<file path="src/rtl/count_rate_pkg.sv">
// rtl/count_rate_pkg.sv - shared states, mode and step constants for count_rate_monitor
package count_rate_pkg;

    typedef enum logic [1:0] {
        IDLE    = 2'd0,
        ACQUIRE = 2'd1,
        LOCKED  = 2'd2
    } state_e;

    localparam logic       MODE_SLOW = 1'b0;
    localparam logic       MODE_FAST = 1'b1;
    localparam logic [7:0] STEP_SLOW = 8'd1;
    localparam logic [7:0] STEP_FAST = 8'd4;

    function automatic logic [7:0] step_for(input logic mode);
        return (mode == MODE_FAST) ? STEP_FAST : STEP_SLOW;
    endfunction

endpackage

</file>
<file path="src/rtl/count_interval_meter.sv">
// rtl/count_interval_meter.sv - change detect, step delta and saturating interval measurement
module count_interval_meter #(
    parameter int CNT_W = 32
) (
    input  logic             clk,
    input  logic             rst_n,
    input  logic [7:0]       count_i,
    output logic             change_o,
    output logic [7:0]       delta_o,
    output logic [CNT_W-1:0] interval_o,
    output logic [CNT_W-1:0] last_period_o
);

    logic             primed_q;
    logic [7:0]       prev_q;
    logic [CNT_W-1:0] interval_q, interval_d;
    logic [CNT_W-1:0] last_q, last_d;

    // primed masks the comparison against the reset value of prev_q
    assign change_o      = primed_q && (count_i != prev_q);
    assign delta_o       = count_i - prev_q;
    assign interval_o    = interval_q;
    assign last_period_o = last_q;

    always_comb begin
        interval_d = interval_q;
        last_d     = last_q;
        if (change_o) begin
            interval_d = CNT_W'(1);
            last_d     = interval_q;
        end else if (interval_q != '1) begin
            interval_d = interval_q + CNT_W'(1);
        end
    end

    always_ff @(posedge clk or negedge rst_n) begin
        if (!rst_n) begin
            primed_q   <= 1'b0;
            prev_q     <= 8'd0;
            interval_q <= '0;
            last_q     <= '0;
        end else begin
            primed_q   <= 1'b1;
            prev_q     <= count_i;
            interval_q <= interval_d;
            last_q     <= last_d;
        end
    end

endmodule

</file>
<file path="src/rtl/count_rate_monitor.sv">
// rtl/count_rate_monitor.sv - recovers slow/fast counter speed from an observed count bus
module count_rate_monitor
    import count_rate_pkg::*;
#(
    parameter int SLOW_PERIOD = 100000000,
    parameter int FAST_PERIOD = 25000000,
    parameter int TOL         = 2,
    parameter int LOCK_COUNT  = 3,
    parameter int CNT_W       = 32
) (
    input  logic             clk,
    input  logic             rst_n,
    input  logic [7:0]       count_in,
    output logic             mode_valid,
    output logic             mode,
    output logic [CNT_W-1:0] last_period,
    output logic             step_err,
    output logic             period_err
);

    localparam int MC_W = $clog2(LOCK_COUNT + 1);
    localparam logic [MC_W-1:0]  LOCK_N   = MC_W'(LOCK_COUNT);
    localparam logic [CNT_W-1:0] SLOW_LO  = CNT_W'(SLOW_PERIOD - TOL);
    localparam logic [CNT_W-1:0] SLOW_HI  = CNT_W'(SLOW_PERIOD + TOL);
    localparam logic [CNT_W-1:0] FAST_LO  = CNT_W'(FAST_PERIOD - TOL);
    localparam logic [CNT_W-1:0] FAST_HI  = CNT_W'(FAST_PERIOD + TOL);
    localparam logic [CNT_W-1:0] SLOW_TMO = CNT_W'(SLOW_PERIOD + TOL + 1);
    localparam logic [CNT_W-1:0] FAST_TMO = CNT_W'(FAST_PERIOD + TOL + 1);

    logic             change;
    logic [7:0]       delta;
    logic [CNT_W-1:0] interval;

    count_interval_meter #(.CNT_W(CNT_W)) u_meter (
        .clk          (clk),
        .rst_n        (rst_n),
        .count_i      (count_in),
        .change_o     (change),
        .delta_o      (delta),
        .interval_o   (interval),
        .last_period_o(last_period)
    );

    state_e          state_q, state_d;
    logic            cand_q, cand_d;
    logic [MC_W-1:0] match_q, match_d, match_next;
    logic            mode_q, mode_d;
    logic            valid_q;
    logic            step_err_q, step_err_d;
    logic            period_err_q, period_err_d;

    logic slow_in_tol, fast_in_tol, slow_match, fast_match, matched_mode;
    logic lock_in_tol, timeout_hit;

    assign slow_in_tol  = (interval >= SLOW_LO) && (interval <= SLOW_HI);
    assign fast_in_tol  = (interval >= FAST_LO) && (interval <= FAST_HI);
    assign slow_match   = (delta == STEP_SLOW) && slow_in_tol;
    assign fast_match   = (delta == STEP_FAST) && fast_in_tol;
    assign matched_mode = fast_match ? MODE_FAST : MODE_SLOW;
    assign lock_in_tol  = (mode_q == MODE_FAST) ? fast_in_tol : slow_in_tol;
    assign timeout_hit  = interval == ((mode_q == MODE_FAST) ? FAST_TMO : SLOW_TMO);

    always_comb begin
        state_d      = state_q;
        cand_d       = cand_q;
        match_d      = match_q;
        match_next   = '0;
        mode_d       = mode_q;
        step_err_d   = 1'b0;
        period_err_d = 1'b0;
        unique case (state_q)
            IDLE: begin
                if (change) begin
                    state_d = ACQUIRE;
                    match_d = '0;
                end
            end
            ACQUIRE: begin
                if (change) begin
                    if (slow_match || fast_match) begin
                        match_next = (matched_mode == cand_q) ? match_q + MC_W'(1) : MC_W'(1);
                        match_d    = match_next;
                        cand_d     = matched_mode;
                        if (match_next == LOCK_N) begin
                            state_d = LOCKED;
                            mode_d  = matched_mode;
                        end
                    end else begin
                        match_d = '0;
                        if (delta != STEP_SLOW && delta != STEP_FAST) step_err_d   = 1'b1;
                        else                                          period_err_d = 1'b1;
                    end
                end
            end
            LOCKED: begin
                // a change on the timeout cycle is classified, not timed out
                if (change && delta != step_for(mode_q)) begin
                    step_err_d = 1'b1;
                    state_d    = ACQUIRE;
                    match_d    = '0;
                end else if ((change && !lock_in_tol) || (!change && timeout_hit)) begin
                    period_err_d = 1'b1;
                    state_d      = ACQUIRE;
                    match_d      = '0;
                end
            end
            default: begin
                state_d = IDLE;
                match_d = '0;
            end
        endcase
    end

    always_ff @(posedge clk or negedge rst_n) begin
        if (!rst_n) begin
            state_q      <= IDLE;
            cand_q       <= MODE_SLOW;
            match_q      <= '0;
            mode_q       <= MODE_SLOW;
            valid_q      <= 1'b0;
            step_err_q   <= 1'b0;
            period_err_q <= 1'b0;
        end else begin
            state_q      <= state_d;
            cand_q       <= cand_d;
            match_q      <= match_d;
            mode_q       <= mode_d;
            valid_q      <= (state_d == LOCKED);
            step_err_q   <= step_err_d;
            period_err_q <= period_err_d;
        end
    end

    assign mode_valid = valid_q;
    assign mode       = mode_q;
    assign step_err   = step_err_q;
    assign period_err = period_err_q;

endmodule

</file>
<file path="config.mk">
export PLATFORM = sky130hd
export DESIGN_NAME = count_rate_monitor
export DESIGN_NICKNAME = d
export VERILOG_FILES = /design/src/rtl/count_rate_pkg.sv /design/src/rtl/count_interval_meter.sv /design/src/rtl/count_rate_monitor.sv
export SDC_FILE = /design/constraint.sdc
export NUM_CORES = 1
export LEC_CHECK = 0
export BUFFER_PORTS_ARGS = -buffer_cell sky130_fd_sc_hd__buf_4
export CAP_MARGIN = 20
export CELL_PAD_IN_SITES_DETAIL_PLACEMENT = 1
export CELL_PAD_IN_SITES_GLOBAL_PLACEMENT = 1
export CORE_MARGIN = 3
export CORE_UTILIZATION = 45
export CTS_CLUSTER_DIAMETER = 40
export DETAILED_ROUTE_END_ITERATION = 12
export GPL_TIMING_DRIVEN = 0
export HOLD_SLACK_MARGIN = 0.08
export PLACE_DENSITY = 0.8
export SLEW_MARGIN = 25
export SYNTH_ARGS = -nofsm -noshare
export SYNTH_HDL_FRONTEND = slang
export SYNTH_SLANG_ARGS = --single-unit
</file>
<file path="constraint.sdc">
create_clock -name clk -period 3.95 [get_ports clk]
set_input_delay 0.1975 -clock clk [delete_from_list [all_inputs] [get_ports clk]]
set_output_delay 0.1975 -clock clk [all_outputs]
set_load 0.02 [all_outputs]
</file>
==> impl_metrics.ini <==
[timing]
fin_setup_tns_ps = 0
slew-limit-headroom = 0.4917
finalHoldViolations = 0
skew_ps = 6.306
fin_crit_sh = 0.8467
timing.fmax_mhz = 299.0
slew_viol_final = 0
setup_viol = 0
rsz0062_at_grt = false
period_needed_ps = 3345
tightest_slew_ps = 762.4

[critical_path]
critPathMaxStageDelay_ps = 560
cp_max_fo = 9
rrSetupSlack_ps = 770
crit_chain = dlygate4sd3_1, buf_4, ha_1, clkbuf_1, o21a_1, o21ai_0, a21boi_0, o211ai_1, nor2_1, nand2_1, nor3_2, mux2_1
cp.required_ps = 4210
path_class = input pin to register
critPathSlowestCell = dlygate4sd3_1
cp-start-kind = input pin
cp-end-kind = register
crit_arrival_ps = 3600

[synthesis]
syn_area_um2 = 4553
synth-seq-area-share = 0.4507
ys_seq_elements = 82
synthDistinctLibCells = 63
synth_edf_count = 0
synthCells = 523
synth_nets = 547
async_flop_share = 1.000
synth_warnings = 0
synth_ff_type = dfrtp_1
synth.avg_cell_area_um2 = 8.706

[cts]
cts.sinks = 82
clk_latency_ps = 370
clk_path_buf_depth = 2
clkTransAtPathRegs_ps = 90
cts_root_buf = clkbuf_8
post_cts_buffers = 0
htreeDepth = 3
cts_tree = built
cts_inserted_buffers = 9

[route]
dr.first_iter.drc_count = 158
vias = 4061
wl_per_cell_um = 17.21
drt-vias-per-instance = 5.594
drc = 0
drt_wl_total_um = 12500
ant_nets = 0
firstDrtPassIters = 4

[floorplan]
rows = 36
core-area_um2 = 9819
fp.dieW_um = 106.6
io_pins = 46
start_util = 0.4637
die_area_um2 = 11360
die_h_um = 106.6

[placement]
hpwl_um = 8821
gp_congestion = 0.8704
portBuffers = 45

[power_and_ir_drop]
vdd_drop_max_mv = 0.2700
finalPower_mw = 1.905
p_leak_nw = 2.519
power_per_cell_area_nw_per_um2 = 352.9

[finish]
antenna_cells = 0
drive_above_1_share = 0.1383
syn2layout_area_growth_pct = 18.58
final_core_util = 0.5498
final_cell_mix = nand2_1, dfrtp_1, nor2_1
nets = 612
mostFrequentLayoutCell = nand2_1

[global_route]
grt_antenna_before_repair = 0
grt_pass1_wl_um = 21490
grt_usage = 0.2373
gr-total-overflow = 0
grt_max_degree = 83
grt_pass1_vias = 4402

[flow_run]
maxCapViolations = 0

[hold_path]
hp-class = input pin to async pin

[status]
status = complete, no violations
==> Yosys cell counts (3+ instances only) <==
| library cell | number | area (µm²) |
|---|---|---|
| ha_1 | 13 | 162.7 |
| a31oi_1 | 4 | 25.02 |
| o21ai_0 | 13 | 65.06 |
| o41ai_1 | 3 | 26.28 |
| a21oi_1 | 14 | 70.07 |
| o31ai_1 | 3 | 22.52 |
| inv_1 | 18 | 67.56 |
| a21boi_0 | 3 | 22.52 |
| xor2_1 | 18 | 157.7 |
| dfrtp_1 | 82 | 2052 |
| nand2_1 | 114 | 427.9 |
| or4_4 | 3 | 33.78 |
| nand2b_1 | 3 | 18.77 |
| buf_1 | 4 | 15.01 |
| nand3_1 | 23 | 115.1 |
| o211ai_1 | 5 | 37.54 |
| xnor2_1 | 14 | 122.6 |
| nand3b_1 | 3 | 22.52 |
| or3_1 | 6 | 37.54 |
| nand4_1 | 19 | 118.9 |
| or2_2 | 6 | 37.54 |
| clkbuf_1 | 25 | 93.84 |
| nor4_1 | 6 | 37.54 |
| nor3_1 | 8 | 40.04 |
| nor2_1 | 57 | 214.0 |
| and3_1 | 7 | 43.79 |
==> what timing repair did <==
item / in CTS / in global routing
gates resized for setup: 0 / 0
hold endpoints to repair: 90 / 0
hold buffers: 9 / 0
==> cell families after synthesis <==
| family | count (synthesis) | synth area share |
|---|---|---|
| AO/OA/AOI/OAI | 69 | 0.1074 |
| XOR/XNOR | 32 | 0.06156 |
| adder cells (fa/ha/maj) | 14 | 0.04012 |
| buffers and inverters | 48 | 0.04122 |
| flip-flops | 82 | 0.4507 |
| multiplexers | 3 | 0.007968 |
| other | 1 | 0.0008236 |
| AND/OR/NAND/NOR | 274 | 0.2902 |
==> final timing paths <==
path                                                              to  cells past startpoint                                 start
max in group asynchronous                       state_q[0]$_DFF_PN0_                      2                                 rst_n
worst min register to register  u_meter.last_period_o[4]$_DFFE_PN0P_                      2  u_meter.last_period_o[4]$_DFFE_PN0P_
min in group clk                u_meter.last_period_o[4]$_DFFE_PN0P_                      2  u_meter.last_period_o[4]$_DFFE_PN0P_
worst max-delay path                                mode$_DFFE_PN0P_                     12                           count_in[4]
worst min-delay path                     u_meter.prev_q[7]$_DFF_PN0_                      2                                 rst_n
worst max register to register                      mode$_DFFE_PN0P_                     11           u_meter.prev_q[4]$_DFF_PN0_
==> critical path: cells and delay by family <==
| family | cells | cell delay (ps) |
|---|---|---|
| and+or+nand+nor | 3 | 1090 |
| buffers and inverters | 3 | 970 |
| AOI/OAI and AO/OA | 4 | 740 |
| muxes | 1 | 340 |
| adders and majority gates | 1 | 260 |
==> final cells by class <==
cell class | instances | area (µm²)
clock inverter | 7 | 123.9
fill | 1204 | 4420
buffer | 30 | 120.1
sequential | 82 | 2052
inverter | 18 | 67.56
clock buffer | 9 | 123.9
timing repair buffer | 54 | 431.7
tap | 133 | 166.4
multi-input combinational | 393 | 2313
==> routing by layer <==
layer,vias up,part of all wire,track usage
met4,0,0.018,0.07763
met1,2041,0.43,0.2876
met5,-,0,0
li1,1920,-,-
met2,81,0.52,0.4146
met3,19,0.040,0.05780
==> state kept, by name, summed over array words and instances (netlist names) <==
register               count
period_err                 1
u_meter.primed_q           1
u_meter.last_period_o     32
mode                       1
match_q                    2
u_meter.interval_o        32
state_q                    2
cand_q                     1
mode_valid                 1
u_meter.prev_q             8
step_err                   1
==> per-stage QoR <==
step                setup WS (ps)  instance area [µm²]  hold WS [ps]  instances
finish                      605.4                 5399         420.1        726
global route                317.1                 5399         483.5        726
CTS                         687.7                 5395         468.8        726
detailed placement          810.7                 5057         320.8        701
global placement            893.1                 5057         317.8        701
floorplan                    1068                 4553        -98.09        523
==> power breakdown <==
group	switching [mW]	total [mW]	internal [mW]
combinational	0.166	0.266	0.0999
clock	0.331	0.759	0.427
sequential	0.0207	0.881	0.860
Note: power is estimated with default switching activity, not from simulation.
